## config.mk

```make
export PLATFORM = sky130hd
export DESIGN_NAME = mul_signmag_pipe
export DESIGN_NICKNAME = d
export VERILOG_FILES = /design/src/rtl/mul_signmag_pipe_pkg.sv /design/src/rtl/mul_signmag_pipe_mul8x8u.sv /design/src/rtl/mul_signmag_pipe.sv
export SDC_FILE = /design/constraint.sdc
export NUM_CORES = 1
export LEC_CHECK = 0
export CORE_MARGIN = 10
export CORE_UTILIZATION = 55
export CTS_CLUSTER_SIZE = 28
export DETAILED_ROUTE_END_ITERATION = 8
export GPL_ROUTABILITY_DRIVEN = 0
export PLACE_DENSITY = 0.85
export RECOVER_POWER = 50
export SETUP_SLACK_MARGIN = 0.3
export SYNTH_ARGS = -nofsm -noshare
export SYNTH_HDL_FRONTEND = slang
export SYNTH_SLANG_ARGS = --single-unit
```

## constraint.sdc

```tcl
create_clock -name clk -period 5 [get_ports clk]
set_input_delay 0.5 -clock clk [delete_from_list [all_inputs] [get_ports clk]]
set_output_delay 0.5 -clock clk [all_outputs]
set_load 0.02 [all_outputs]
```

## src/rtl/mul_signmag_pipe_pkg.sv

```systemverilog
// Shared constants, stage payload types and magnitude helpers for the sign-magnitude
// multiplier front end and its downstream complement stage.
package mul_signmag_pipe_pkg;

   localparam logic WIDTH_32 = 1'b0;
   localparam logic WIDTH_16 = 1'b1;
   localparam int   STAGES   = 3;

   typedef struct packed {
      logic        valid;
      logic        width;
      logic [15:0] mag_a;
      logic [15:0] mag_b;
      logic        sgn_hi;
      logic        sgn_lo;
   } s1_t;

   typedef struct packed {
      logic        valid;
      logic        width;
      logic        sgn_hi;
      logic        sgn_lo;
      logic [15:0] hh;
      logic [15:0] hl;
      logic [15:0] lh;
      logic [15:0] ll;
   } s2_t;

   // Unsigned result width equals operand width, so the most negative value maps onto
   // its own bit pattern (0x8000 / 0x80), which is exactly the required magnitude.
   function automatic logic [15:0] abs16(input logic [15:0] x);
      return x[15] ? (~x + 16'd1) : x;
   endfunction

   function automatic logic [7:0] abs8(input logic [7:0] x);
      return x[7] ? (~x + 8'd1) : x;
   endfunction

endpackage

```

## src/rtl/mul_signmag_pipe_mul8x8u.sv

```systemverilog
// Combinational unsigned 8x8 -> 16-bit multiplier used for the partial products.
module mul8x8u (
   input  logic [7:0]  a,
   input  logic [7:0]  b,
   output logic [15:0] p
);

   logic [15:0] a_ext;
   logic [15:0] b_ext;

   assign a_ext = {8'd0, a};
   assign b_ext = {8'd0, b};
   assign p     = a_ext * b_ext;

endmodule

```

## src/rtl/mul_signmag_pipe.sv

```systemverilog
// Three-stage sign-magnitude multiplier: 16x16 or dual 8x8 lanes, valid/ready with
// whole-pipe stall, per-lane result signs with zero-product sign suppression.
module mul_signmag_pipe
   import mul_signmag_pipe_pkg::*;
(
   input  logic        clk,
   input  logic        rst,
   input  logic        width,
   input  logic [15:0] a,
   input  logic [15:0] b,
   input  logic        in_valid,
   output logic        in_ready,
   output logic        out_valid,
   input  logic        out_ready,
   output logic [31:0] prod,
   output logic [1:0]  sign,
   output logic        width_o
);

   logic en;

   s1_t s1_d;
   s1_t s1_q;
   s2_t s2_d;
   s2_t s2_q;

   logic [15:0] pp_hh;
   logic [15:0] pp_hl;
   logic [15:0] pp_lh;
   logic [15:0] pp_ll;

   logic [16:0] cross_sum;
   logic [31:0] full_prod;
   logic [31:0] prod_d;
   logic [1:0]  sign_d;

   // The output register is the only place a slot can be blocked, so it gates everything.
   assign en       = out_ready | ~out_valid;
   assign in_ready = en;

   always_comb begin
      s1_d        = '0;
      s1_d.valid  = in_valid;
      s1_d.width  = width;
      s1_d.sgn_hi = a[15] ^ b[15];
      if (width == WIDTH_16) begin
         s1_d.mag_a  = {abs8(a[15:8]), abs8(a[7:0])};
         s1_d.mag_b  = {abs8(b[15:8]), abs8(b[7:0])};
         s1_d.sgn_lo = a[7] ^ b[7];
      end else begin
         s1_d.mag_a  = abs16(a);
         s1_d.mag_b  = abs16(b);
         s1_d.sgn_lo = 1'b0;
      end
   end

   always_ff @(posedge clk or posedge rst) begin
      if (rst) begin
         s1_q <= '0;
      end else if (en) begin
         s1_q <= s1_d;
      end
   end

   mul8x8u u_mul_hh (.a(s1_q.mag_a[15:8]), .b(s1_q.mag_b[15:8]), .p(pp_hh));
   mul8x8u u_mul_hl (.a(s1_q.mag_a[15:8]), .b(s1_q.mag_b[7:0]),  .p(pp_hl));
   mul8x8u u_mul_lh (.a(s1_q.mag_a[7:0]),  .b(s1_q.mag_b[15:8]), .p(pp_lh));
   mul8x8u u_mul_ll (.a(s1_q.mag_a[7:0]),  .b(s1_q.mag_b[7:0]),  .p(pp_ll));

   always_comb begin
      s2_d        = '0;
      s2_d.valid  = s1_q.valid;
      s2_d.width  = s1_q.width;
      s2_d.sgn_hi = s1_q.sgn_hi;
      s2_d.sgn_lo = s1_q.sgn_lo;
      s2_d.hh     = pp_hh;
      s2_d.hl     = pp_hl;
      s2_d.lh     = pp_lh;
      s2_d.ll     = pp_ll;
   end

   always_ff @(posedge clk or posedge rst) begin
      if (rst) begin
         s2_q <= '0;
      end else if (en) begin
         s2_q <= s2_d;
      end
   end

   assign cross_sum = {1'b0, s2_q.hl} + {1'b0, s2_q.lh};
   assign full_prod = {s2_q.hh, 16'd0} + {7'd0, cross_sum, 8'd0} + {16'd0, s2_q.ll};

   // A zero magnitude always reports a positive sign so the complement stage never sees -0.
   always_comb begin
      prod_d = '0;
      sign_d = '0;
      if (s2_q.width == WIDTH_16) begin
         prod_d = {s2_q.hh, s2_q.ll};
         sign_d = {s2_q.sgn_hi & (|s2_q.hh), s2_q.sgn_lo & (|s2_q.ll)};
      end else begin
         prod_d = full_prod;
         sign_d = {s2_q.sgn_hi & (|full_prod), 1'b0};
      end
   end

   always_ff @(posedge clk or posedge rst) begin
      if (rst) begin
         out_valid <= 1'b0;
         prod      <= '0;
         sign      <= '0;
         width_o   <= 1'b0;
      end else if (en) begin
         out_valid <= s2_q.valid;
         prod      <= prod_d;
         sign      <= sign_d;
         width_o   <= s2_q.width;
      end
   end

endmodule

```

==> results of run 1 <==
cells in the final DEF, fill, tap and decap left out, types with 17 or more instances in the layout:
master,count
a21oi_1,97
and2_1,153
buf_4,50
clkbuf_16,17
clkdlybuf4s50_1,64
dfrtp_1,126
fa_1,143
ha_1,181
inv_1,227
nand2_1,301
nand3_1,27
nor2_1,115
nor3_1,29
o21ai_0,74
xnor2_1,58
xor2_1,39
area by class of cell:
| cell class | count | area (sq um) | area share [%] |
|---|---|---|---|
| clock inverters | 15 | 244 | 1.35 |
| well taps | 384 | 480 | 2.65 |
| flip-flops and latches | 140 | 3520 | 19.4 |
| clock buffers | 17 | 425 | 2.35 |
| inverters | 229 | 866 | 4.78 |
| repair buffers | 130 | 1150 | 6.35 |
| multi-input cells | 1428 | 11400 | 63.1 |
registers in the layout, summed over array words and instances, names as in the netlist:
name and flops:
out_valid 1, prod 32, s1_q 36, s2_q 68
sign 2, width_o 1
metal layers:
metal  track usage, %  wire length, microns  up-vias
met5                0                     0        -
li1                 -                     -     6229
met2             38.1                 20000      574
met3             3.63                  3050      109
met4             7.75                  1230        0
met1             27.3                 16300     6598
logic make-up (layout without fill, tap and decap cells):
logic type / after synthesis / after routing / synth area share [%]
and+or+nand+nor: 693 / 693 / 20.5
adders and majority gates: 332 / 332 / 33.0
buffers and inverters: 311 / 391 / 7.43
AOI/OAI and AO/OA: 295 / 295 / 11.1
DFF: 140 / 140 / 22.0
xor gates and xnor gates: 98 / 98 / 5.39
muxes: 10 / 10 / 0.637
path summary, 6_finish.rpt:
kind | from | to | slack [ps] | cells after the start
max | s1_q[21] | s2_q[14] | 360 | 17
min | s2_q[67] | s2_q[67] | 460 | 2
max reg2reg | s1_q[21] | s2_q[14] | 360 | 17
min reg2reg | s2_q[67] | s2_q[67] | 460 | 2
max in group asynchronous | rst | s2_q[50] | 1240 | 3
min in group asynchronous | rst | prod[3] | 1210 | 2
timing repair:
item | in CTS | in global routing
gates resized for setup | 16 | 62
pin swaps | 6 | 25
setup endpoints to repair | 11 | 27
setup buffers | 2 | 27
worst max-delay path: cells and delay by family (launching register included):
family,cells,cell delay [ps]
AOI/OAI and AO/OA,6,990
xor gates and xnor gates,1,180
adders and majority gates,5,2260
buffers and inverters,4,360
DFF,1,460
and+or+nand+nor,1,180
metrics by stage:
stage | area (sq um) | std cells | hold slack (ps) | setup WS (ps)
detailed placement | 17000 | 2282 | 451 | 187
global route | 18100 | 2343 | 497 | 157
global placement | 17000 | 2282 | 449 | 317
CTS | 17700 | 2316 | 470 | 290
floorplan | 15900 | 1879 | 430 | 475
finish | 18100 | 2343 | 464 | 356
==> impl_metrics.py, run 1 <==
metrics = {
    "cts": {
        "cts_max_level": 4,
        "clk_pin_slew_ps": 80,
        "clock_sinks": 140,
        "cts_buffers": 17,
        "cts_tree": "yes",
        "cts_root_buf": "clkbuf_16",
        "cts_hold_buf": 0,
        "clk_latency_ps": 450,
        "clock_path_buffers": 2,
    },
    "layout": {
        "nets": 2315,
        "layout-drive-gt1-share_pct": 7.96,
        "antenna_cells": 0,
        "fill_cells": 2165,
        "syn_to_final_growth_pct": 13.8,
        "fin_util_pct": 63.2,
    },
    "logic_synthesis": {
        "synth_top_area_share_pct": 22.0,
        "yosys-top-cells-area": "dfrtp_1 22%, fa_1 18%, ha_1 15%",
        "avgSynthCellArea_sq_um": 8.47,
        "synth_edf_count": 0,
        "yosysWarningCount": 0,
        "syn-num-nets": 2248,
        "synth.distinct_cells": 61,
        "ys_ff_latch": 140,
        "async_flop_share_pct": 100,
        "synth_area_leader_cell": "dfrtp_1",
        "syn-cell-area_sq_um": 15900,
        "synth-seq-area-share_pct": 22.0,
        "yosys.cell_count.top_type": "nand2_1",
        "yosys-top-cells-count": "302 x nand2_1, 229 x inv_1, 186 x ha_1",
        "synthFlopType": "dfrtp_1",
        "netlist_instances": 1879,
    },
    "sta": {
        "setup_tns_ps": 0,
        "fmaxAchievable_mhz": 215,
        "rsz0062_at_grt": "yes",
        "layout_min_cycle_time_ps": 4640,
        "setup_violations": 0,
        "final.period_utilization_pct": 92.9,
        "worstMarginPinSlew_ps": 2380,
        "maxSlewViolCount": 249,
        "slew-limit-headroom_pct": -58.8,
        "hold_viol": 0,
        "fin_worst_skew_ps": 19.6,
    },
    "grt": {
        "grt_pass1_wl_microns": 65900,
        "antenna_found_initial": 0,
        "grt_max_degree": 107,
        "grt_pass1_vias": 13600,
        "grt_use_total_pct": 22.1,
        "gr-total-overflow": 0,
    },
    "drt": {
        "dr_total_vias": 13500,
        "drc": 0,
        "wirelength_microns": 40600,
        "drt_iter0_markers": 1403,
        "wire_per_inst_microns": 17.3,
        "ant_nets": 0,
        "via_per_inst": 5.77,
        "dr.pass1.iters": 5,
    },
    "worst_setup_path": {
        "cp-start-kind": "flip-flop",
        "slowest_stage": "fa_1",
        "endpoint_kind": "flip-flop",
        "path_cells": "buf_6 -> and2_1 -> fa_2 -> fa_1 -> inv_1 -> fa_1 -> fa_1 -> inv_1 -> ha_1 -> inv_1 -> o21ai_0 -> a21oi_2 -> o21ai_1 -> a41o_1 -> o211ai_1 -> xor2_1 -> o21ai_0",
        "slowest_delay_ps": 550,
        "critical_path.max_fanout": 10,
        "worstSetupPathType": "flip-flop to flip-flop",
        "crit_required_ps": 5230,
        "crit_arrival_ps": 4880,
    },
    "outcome": {
        "failed_checks": "capacitance limit, slew limit",
        "status": "finished, violations left",
    },
    "placed_design": {
        "dp_hpwl_microns": 29600,
        "portBuffers": 73,
    },
    "floorplan": {
        "rows": 62,
        "ios": 74,
        "initial_utilization_pct": 55.6,
        "die_w_microns": 190,
        "coreArea_sq_um": 28600,
        "die_y_microns": 190,
        "die-area_sq_um": 36100,
    },
    "worst_hold_path": {
        "hp-class": "flip-flop to flip-flop",
    },
    "run": {
        "cap_violations": 4,
    },
}
Power of run 1 is not shown: default switching activity piles up to over one toggle a cycle in this logic, so the estimate is an artifact.
==> run 2: changes to the inputs <==
Settings changed: PLACE_DENSITY 0.85 to 0.74.
==> impl_metrics.py, run 2 (synthesis results as in run 1) <==
metrics = {
    "layout": {
        "most-common-layout-cells": "301 x nand2_1, 224 x inv_1, 180 x ha_1",
        "nets": 2335,
        "layout-drive-gt1-share_pct": 9.56,
        "largest_reg_flops": 68,
        "largest-register": "s2_q",
        "reg.largest.list": "s2_q (68), s1_q (36), prod (32)",
        "antenna_cells": 0,
        "syn_to_final_growth_pct": 14.9,
        "fin_area_sq_um": 18300,
        "final_common_cell": "nand2_1",
    },
    "drt": {
        "wirelength_microns": 40800,
        "ant_nets": 0,
        "dr.pass1.iters": 5,
        "drt_iter0_markers": 852,
        "drc": 0,
        "wire_per_inst_microns": 17.3,
        "via_per_inst": 5.62,
        "dr_total_vias": 13300,
    },
    "worst_setup_path": {
        "r2r_slack_ps": 330,
        "cp-start-kind": "flip-flop",
        "worst-path-buf-inv": 4,
        "cpLargestDelayFamily": "adder cells",
        "crit_required_ps": 5250,
        "endpoint_kind": "flip-flop",
        "slowest_stage": "fa_1",
        "cp_common_cell": "fa_1",
        "slowest_delay_ps": 540,
        "worstSetupPathType": "flip-flop to flip-flop",
        "crit_arrival_ps": 4920,
        "path_cells": "buf_4 -> and2_1 -> fa_1 -> fa_1 -> inv_1 -> fa_1 -> fa_1 -> inv_1 -> ha_1 -> inv_1 -> o21ai_0 -> a21oi_1 -> o21ai_1 -> a211oi_2 -> a21oi_1 -> xnor2_1 -> o21ai_0",
        "critical_path.max_fanout": 5,
    },
    "placed_design": {
        "pre_cts_slack_ps": 106,
        "placed_cell_area_sq_um": 17100,
        "portBuffers": 73,
        "dp_hpwl_microns": 30400,
    },
    "sta": {
        "worstMarginPinSlew_ps": 2300,
        "fmaxAchievable_mhz": 214,
        "final.period_utilization_pct": 93.3,
        "maxSlewViolCount": 280,
        "setup_violations": 0,
        "holdWs_ps": 458,
        "fin_worst_skew_ps": 19.0,
        "fin_ws_ps": 333,
        "hold_viol": 0,
        "slew-limit-headroom_pct": -53.5,
        "layout_min_cycle_time_ps": 4670,
        "rsz0062_at_grt": "yes",
        "setup_tns_ps": 0,
    },
    "cts": {
        "cts_tree": "yes",
        "clk_pin_slew_ps": 80,
        "cts_buffers": 17,
        "clock_path_buffers": 2,
        "cts_max_level": 4,
        "clock_sinks": 140,
        "clk_latency_ps": 450,
        "cts_root_buf": "clkbuf_16",
    },
    "floorplan": {
        "die_w_microns": 190,
        "initial_utilization_pct": 55.6,
        "ios": 74,
        "rows": 62,
        "die-area_sq_um": 36100,
        "coreArea_sq_um": 28600,
        "die_y_microns": 190,
    },
    "grt": {
        "busiest_layer": "met2",
        "grtUsageMet1_pct": 30.0,
        "grt_use_total_pct": 22.6,
        "antenna_found_initial": 0,
        "grt_max_degree": 105,
        "met3_usage_pct": 2.98,
        "use_met2_pct": 37.5,
        "grt_pass1_vias": 13200,
        "gr-total-overflow": 0,
        "grt_pass1_wl_microns": 66600,
    },
    "outcome": {
        "status": "finished, violations left",
        "failed_checks": "capacitance limit, slew limit",
    },
    "worst_hold_path": {
        "hp-class": "flip-flop to flip-flop",
    },
    "run": {
        "cap_violations": 4,
    },
}
## run 2: cell types whose count changed in the layout (fill, tap and decap cells not counted), sizes merged
cell / before / now
buf: 53 / 73
clkbuf: 21 / 23
clkdlybuf4s50: 64 / 44
clkinv: 2 / 4
dlygate4sd3: 9 / 29
inv: 237 / 232
## run 2: worst paths after layout
check	start	endpoint	depth (start not counted)
worst min-delay path	prod[2]	prod[2]	2
worst max-delay path	s1_q[27]	s2_q[46]	17
min in group asynchronous	rst	prod[2]	2
max in group asynchronous	rst	sign[1]	3
worst min register to register	prod[2]	prod[2]	2
worst max register to register	s1_q[27]	s2_q[46]	17
## run 2: worst register-to-register path: cells and delay by family, from the launching register on
| kind | cells | cell delay (ps) |
|---|---|---|
| buf+inv | 4 | 350 |
| simple gates | 1 | 170 |
| compound gates | 6 | 1020 |
| flops | 1 | 420 |
| xor+xnor | 1 | 200 |
| fa+ha+maj | 5 | 2310 |
## run 2: per-stage QoR
| step | instances | utilization [%] |
|---|---|---|
| after global routing | 2362 | 63.9 |
| after CTS | 2325 | 62.1 |
| after floorplan | 1879 | - |
| final | 2362 | 63.9 |
| after global placement | 2293 | 59.8 |
| after detailed placement | 2293 | 59.8 |
## run 2: timing repair
action,CTS,global route
setup endpoints to repair,13,28
hold buffers,0,0
resized for setup,19,77
setup buffers,1,37
pin swaps,1,37
## run 2: final cells by class
cell class | count | area, sq um
multi-input cells | 1428 | 11500
fillers | 2340 | 10300
flip-flops and latches | 140 | 3530
repair buffers | 150 | 1320
inverters | 229 | 866
well taps | 384 | 480
clock buffers | 19 | 443
clock inverters | 12 | 186
## run 2: layer usage
layer	part of all wire (%)	wire, microns
met1	43	17700
met2	48	19600
met3	5.9	2420
met4	2.7	1100
met5	0	0
Power of run 2 is left out for the same reason.
